`src/rtl/serial_adder.sv`:
```
// ============================================================================
// serial_adder
// ----------------------------------------------------------------------------
// Bit-serial add/subtract unit for the lab2 ALU datapath. This is the
// sequential successor to the 1-bit full-adder cell. One DIGIT-wide ripple
// stage is reused over N/DIGIT cycles. Together those cycles produce an N-bit
// sum, the carry out of the MSB and the two's-complement overflow flag.
//
// Parameters
//   N      operand / result width in bits (default 32)
//   DIGIT  bits processed per cycle (default 1); must divide N
//
// Ports
//   clk    in   1  system clock, all state updates on the rising edge
//   rst    in   1  asynchronous, active-high reset
//   start  in   1  request a new operation, sampled only while ready=1
//   sub    in   1  0 = A+B, 1 = A-B, sampled with start
//   A      in   N  first operand, sampled with start
//   B      in   N  second operand, sampled with start
//   ready  out  1  unit idle and able to accept start
//   valid  out  1  one-cycle pulse: S, Co and V hold a new result
//   S      out  N  result, held until the next accepted start completes
//   Co     out  1  carry out of the MSB (subtract: 1 = no borrow, A >= B)
//   V      out  1  two's-complement overflow
//
// Timing
//   Start is accepted on edge k. Edges k+1 .. k+N/DIGIT each process one
//   digit, LSB-first. valid is high for the cycle after edge k+N/DIGIT, and
//   ready returns one edge later. S shows partial shift contents while the
//   operation runs.
//
// Configuration
//   SERIAL_ADDER_SUB_EN  When defined, subtract mode is honoured. When it is
//                        undefined, the sub port is ignored and every
//                        operation is A+B.
// ============================================================================
module serial_adder #(
  parameter int N     = 32,
  parameter int DIGIT = 1
) (
  input  logic         clk,
  input  logic         rst,
  input  logic         start,
  input  logic         sub,
  input  logic [N-1:0] A,
  input  logic [N-1:0] B,
  output logic         ready,
  output logic         valid,
  output logic [N-1:0] S,
  output logic         Co,
  output logic         V
);

  // Number of digit steps per operation, and the width of the digit counter.
  localparam int L  = N / DIGIT;
  localparam int CW = (L > 1) ? $clog2(L) : 1;
  localparam logic [CW-1:0] LAST_DIGIT = CW'(L - 1);

  typedef enum logic [1:0] {
    IDLE = 2'd0,
    RUN  = 2'd1,
    DONE = 2'd2
  } state_t;

  state_t        state;
  state_t        state_next;

  logic [N-1:0]  op_a;
  logic [N-1:0]  op_b;
  logic          carry;
  logic [CW-1:0] cnt;

  logic          sub_eff;
  logic          accept;
  logic          last_digit;
  logic [DIGIT:0] digit_sum;
  logic          msb_carry_in;
  logic [N-1:0]  s_shift;

  // --------------------------------------------------------------------------
  // Subtract enable. Without the feature, sub is tied off through a constant
  // AND. That keeps the port connected while the logic reduces to plain
  // addition.
  // --------------------------------------------------------------------------
`ifdef SERIAL_ADDER_SUB_EN
  assign sub_eff = sub;
`else
  assign sub_eff = sub & 1'b0;
`endif

  assign accept     = (state == IDLE) && start;
  assign last_digit = (state == RUN) && (cnt == LAST_DIGIT);

  // --------------------------------------------------------------------------
  // Digit ripple stage. The result is DIGIT sum bits plus the carry out.
  // --------------------------------------------------------------------------
  assign digit_sum = {1'b0, op_a[DIGIT-1:0]}
                   + {1'b0, op_b[DIGIT-1:0]}
                   + {{DIGIT{1'b0}}, carry};

  // Recover the carry into the top bit of this digit from its sum bit:
  // s = a ^ b ^ cin, so cin = a ^ b ^ s. On the last digit this is the carry
  // into bit N-1, which the overflow flag needs.
  assign msb_carry_in = op_a[DIGIT-1] ^ op_b[DIGIT-1] ^ digit_sum[DIGIT-1];

  // New sum bits enter at the top of S. After L steps the first digit has
  // reached the bottom, so the result ends up LSB-aligned.
  generate
    if (N > DIGIT) begin : g_shift
      assign s_shift = {digit_sum[DIGIT-1:0], S[N-1:DIGIT]};
    end else begin : g_single
      assign s_shift = digit_sum[DIGIT-1:0];
    end
  endgenerate

  // --------------------------------------------------------------------------
  // FSM state register. ready and valid are registered decodes of the next
  // state, so no input reaches an output combinationally.
  // --------------------------------------------------------------------------
  // NOTE: state-holding processes use non-blocking (<=) assignments only.
  // Every flop then samples pre-edge values, whatever the process order.
  always_ff @(posedge clk or posedge rst) begin
    if (rst) begin
      state <= IDLE;
      ready <= 1'b1;
      valid <= 1'b0;
    end else begin
      state <= state_next;
      ready <= (state_next == IDLE);
      valid <= (state_next == DONE);
    end
  end

  // --------------------------------------------------------------------------
  // FSM next-state logic
  // --------------------------------------------------------------------------
  // NOTE: the default at the top covers every path through the case. Without
  // it, a missed branch would infer a latch.
  always_comb begin
    state_next = state;
    unique case (state)
      IDLE:    if (start)      state_next = RUN;
      RUN:     if (last_digit) state_next = DONE;
      DONE:                    state_next = IDLE;
      default:                 state_next = IDLE;
    endcase
  end

  // --------------------------------------------------------------------------
  // Datapath: operand shifters, carry, digit counter, result and flags.
  // --------------------------------------------------------------------------
  // NOTE: operand registers are reset along with the visible outputs. An
  // aborted operation then leaves nothing behind, and every flop is in a
  // known state right after reset.
  always_ff @(posedge clk or posedge rst) begin
    if (rst) begin
      op_a  <= '0;
      op_b  <= '0;
      carry <= 1'b0;
      cnt   <= '0;
      S     <= '0;
      Co    <= 1'b0;
      V     <= 1'b0;
    end else if (accept) begin
      // Subtraction is A + ~B + 1. The +1 enters as the initial carry.
      op_a  <= A;
      op_b  <= B ^ {N{sub_eff}};
      carry <= sub_eff;
      cnt   <= '0;
    end else if (state == RUN) begin
      S     <= s_shift;
      op_a  <= op_a >> DIGIT;
      op_b  <= op_b >> DIGIT;
      carry <= digit_sum[DIGIT];
      cnt   <= cnt + CW'(1);
      if (last_digit) begin
        Co <= digit_sum[DIGIT];
        V  <= msb_carry_in ^ digit_sum[DIGIT];
      end
    end
  end

endmodule

```
`config.mk`:
```
export PLATFORM = sky130hd
export DESIGN_NAME = serial_adder
export DESIGN_NICKNAME = d
export VERILOG_FILES = /design/src/rtl/serial_adder.sv
export SDC_FILE = /design/constraint.sdc
export NUM_CORES = 1
export LEC_CHECK = 0
export CAP_MARGIN = 10
export CORE_MARGIN = 5
export CORE_UTILIZATION = 52
export DETAILED_ROUTE_END_ITERATION = 7
export HOLD_SLACK_MARGIN = 0.15
export PLACE_DENSITY = 0.83
export SYNTH_ARGS = -nofsm -noshare
export SYNTH_HDL_FRONTEND = slang
export SYNTH_SLANG_ARGS = --single-unit
```
`constraint.sdc`:
```
create_clock -name clk -period 7.1 [get_ports clk]
set_clock_uncertainty 0.2 [all_clocks]
set_input_delay 0.71 -clock clk [delete_from_list [all_inputs] [get_ports clk]]
set_output_delay 0.71 -clock clk [all_outputs]
set_load 0.05 [all_outputs]
```
Word-level counts from Yosys, hierarchy flattened
Index checks and enable logic that the tools add are counted.
- input bits: 68
- register bits after elaboration: 108
- logic and storage cells: 38
- multiplexer cells: 11
- reduce and logical (&&, ||, !) cells: 7
- equality and inequality tests: 3
- add/subtract/negate cells: 3
- bitwise operators: 4
- operators by type and width (kind ; number):
    32-bit two-way mux ; 4
    5-bit two-way mux ; 2
    5-bit by 1-bit adder with 5-bit output, second input constant ; 1
    5-bit == test, second input constant ; 1
    2-bit zero test ; 2
    2-bit two-way mux ; 2
    2-bit case mux with 2 select lines ; 1
    3-bit AND reduction ; 1
    1-bit XOR ; 3
    1-bit by 1-bit adder with 2-bit output ; 1
    2-bit by 1-bit adder with 2-bit output ; 1
    2-bit by 1-bit == test with 1-bit output, second input constant ; 1
    2-bit == test, second input constant ; 1
    1-bit logical AND ; 2
    1-bit two-way mux ; 2
    2-bit AND reduction ; 1
    2-bit nonzero test ; 1
    1-bit inverter ; 1

Depth between registers and ports, before layout
- word-level depth: 5
- mapped depth: 6

Least setup slack after synthesis
OpenSTA, ideal clock, no wires.
- path kind: input port to flip-flop
- start: in start
- end: reg op_a[0]
- arrival: 1357 ps
- cell stages on the path: 5
- library setup time: 124 ps
- setup slack: 5419 ps
- cell sequence: nor3b_1 -> buf_2 -> buf_4 -> a22oi_1 -> nand2_1
- longest elaborated chain between the ends: 2
- RTL lines (what ; RTL line ; source):
    start: declaration ; 43 ; input logic start,
    1-bit logical AND * ; 91 ; assign accept = (state == IDLE) && start;
    32-bit two-way mux / 2-bit nonzero test (equally long branches) ; -- ;
    end signal: assignment ; 172 ; op_a <= op_a >> DIGIT;
    end: declaration ; 68 ; logic [N-1:0] op_a;
Every way passes the cells marked *; elsewhere a longest branch is shown, timed or not.
A chain may end at the register's enable or synchronous reset.

Final worst setup path
- start: reg ready
- end: out ready
- RTL lines (what ; RTL line ; source):
    start: declaration ; 47 ; output logic ready,
    start signal: assignment ; 129 ; ready <= (state_next == IDLE);
No word-level cell between the ends.

==> results.ini <==
[die]
rows=33
io_pins=104
dieArea_mm2=0.0105
start_util=0.538
die_x_um=103
die_h_um=103
core_mm2=0.00830

[timing]
fmax_mhz=387
setup_slack_ns=4.52
hold_ws_ns=0.275
worst_slew_pin_slew_ns=0.735
final_hold_viol_count=0
timing.final.crit_share=0.364
fin_setup_tns_ns=0
slew_violations=0
setup_violations=0
slew_headroom=0.509
rsz0062_at_grt=false
period_needed_ns=2.58

[clock_tree]
cts_num_sinks=108
cts_max_level=3
cts_setup_buffers=0
tritoncts=done
cts.path.max_buffers=2
root_buffer=clkbuf_8
clk_latency_ns=0.36
clkTransAtPathRegs_ns=0.10
cts_buffers=9
cts_resized=0
hold_buffers=0

[critical_path]
worstPathArrival_ns=1.67
cp-start-kind=flip-flop
path_delay_family=buffers and inverters
crit_path_start=ready$_DFF_PP1_
end_kind=primary output
r2r_start=state[0]$_DFF_PP0_
path_buf_inv=1
cp.required_ns=6.19
critical_path.slowest_cell=clkdlybuf4s50_1
path_max_fanout=1
slowest_delay_ns=0.79
worst-path-stages=1
worst-r2r-cell-count=4
crit_type=flip-flop to primary output
r2r_end=Co$_DFFE_PP0P_
crit_chain=clkdlybuf4s50_1
critPathCapture=ready
ff2ff_setup_slack_ns=4.56

[yosys]
yosys.area.top_type=dfrtp_1
synth_compound_area_frac=0.118
yosysTopAreaCellShare=0.599
synth-seq-cells=108
seq_area_frac_synth=0.605
netlist_area_mm2=0.00447
synth_top_family_by_area=simple AND/OR/NAND/NOR gates
ys_warn_count=0
synth_cells=464
synth_xor_area_frac=0.00784
synth_area_leaders=dfrtp_1 (60%), nand2_1 (19%), a22oi_1 (10%)
avgSynthCellArea_um2=9.63
synth-adder-area-share=0.0101
synthesis.nets=535
synth-simple-area-share=0.206
ys_types=29
synthMuxAreaShare=0.00448

[routing]
viasPerCell=5.22
wl_mm=9.38
dr.first_iter.drc_count=184
vias=3457
firstDrtPassIters=5
wl_per_cell_um=14.2
drc=0
ant_nets=0

[placement]
dp_hpwl_mm=6.24
io_buffers=102
gp_congestion=0.772
place_ws_ns=4.49

[grt]
gr-total-overflow=0
grt_max_degree=67
met3_usage=0.0379
use_met2=0.293
antenna_found_initial=0
grt_pass1_wl_mm=15.5
grt_pass1_vias=3318
met1_usage=0.255
busiest_layer=met2
grt_util_all_layers=0.186

[finish]
layout.area.seq_mm2=0.00270
drive_gt1_frac=0.0485
syn_to_final_growth_pct=27.5
multi_input_area_mm2=0.00157
fillerInstances=648
nNetsFinal=623
diodes=0

[pwr]
comb_power_share=0.427
clockPowerShare=0.154
power.leakage_nw=2.81
switching_share=0.423
p_switching_mw=1.04
pwr-share-seq=0.419
vdd_drop_max_v=0.000184
p_int_mw=1.42
powerDensity_mw_per_mm2=431

[run_status]
outcome=completed

[worst_hold_path]
min_path_cells=1
hp-class=flip-flop to flip-flop

[run]
maxCapViolations=0

## registers in the layout, summed over array words and instances (netlist names), 2 cells and up
signal  cells
S          32
op_a       32
op_b       32
cnt         5
state       2
## synthesized netlist by cell type (all sizes together)
master / n
nand2: 228
dfrtp: 107
a22oi: 62
buf: 28
o21ai: 6
inv: 5
clkbuf: 3
xnor2: 3
a21oi: 2
and2: 2
ha: 2
mux2i: 2
nand2b: 2
o21bai: 2
and3: 1
dfstp: 1
fa: 1
nand3b: 1
nand4: 1
nor2: 1
nor2b: 1
nor3b: 1
o22ai: 1
xor2: 1
## area by class of cell
class	instances	share of cell area
multi-input combinational	320	0.276
sequential	108	0.475
tap	105	0.0231
inverter	5	0.00373
clock buffer	11	0.0248
clock inverter	5	0.0108
timing repair buffer	108	0.187
## stage by stage
stage	power, mW	util	cell area [um^2]	instances
2_1_floorplan	1.79	-	4470	464
3_3_place_gp	2.05	0.662	5490	646
3_5_place_dp	2.09	0.662	5490	646
4_1_cts	2.48	0.686	5700	662
5_1_grt	2.62	0.686	5700	662
6_report	2.45	0.686	5700	662
## worst min-delay path by stage
stage	startpoint	endpoint	slack, ns
finish	cnt[3]$_DFFE_PP0P_	cnt[3]$_DFFE_PP0P_	0.27
global route	cnt[3]$_DFFE_PP0P_	cnt[3]$_DFFE_PP0P_	0.31
CTS	cnt[3]$_DFFE_PP0P_	cnt[3]$_DFFE_PP0P_	0.28
detailed placement	op_a[26]$_DFFE_PP0P_	op_a[26]$_DFFE_PP0P_	0.26
global placement	cnt[3]$_DFFE_PP0P_	cnt[3]$_DFFE_PP0P_	0.26
floorplan	cnt[3]$_DFFE_PP0P_	cnt[3]$_DFFE_PP0P_	0.24
## power groups by stage
stage / logic [mW] / registers [mW] / clock network [mW]
6_report: 1.05 / 1.03 / 0.378
5_1_grt: 1.15 / 1.06 / 0.411
4_1_cts: 1.06 / 1.03 / 0.388
3_5_place_dp: 1.06 / 1.04 / 0
3_3_place_gp: 1.03 / 1.02 / 0
2_1_floorplan: 0.510 / 1.28 / 0
## per-layer routing
metal  up-vias  wire [um]
li1       1690          -
met1      1662       4210
met2        95       4490
met3        10        570
met4         0        114
met5         -          0
## cell usage in the layout (no fill, tap or decap)
master,count
nand2_1,228
dfrtp_1,107
clkdlybuf4s50_1,102
a22oi_1,62
clkbuf_8,10
buf_4,6
inv_1,4
o21ai_0,4
xnor2_1,3
clkinvlp_4,3
nand2b_1,2
a21oi_1,2
mux2i_1,2
o21ai_1,2
ha_1,2
nor3b_2,1
nor2b_4,1
o21bai_4,1
and2_4,1
o21bai_1,1
and3_1,1
and2_1,1
inv_4,1
o22ai_1,1
nand3b_1,1
xor2_1,1
nor2_1,1
nand4_1,1
fa_1,1
bufinv_16,1
inv_6,1
clkbuf_1,1
dfstp_2,1
## logic make-up (layout without fill, tap and decap cells)
family,after synthesis,in the layout
fa+ha+maj,3,3
mux,2,2
compound gates,73,73
flops,108,108
buf+inv,36,129
xor+xnor,4,4
simple gates,238,238
Power figures use the tool's default switching activity.
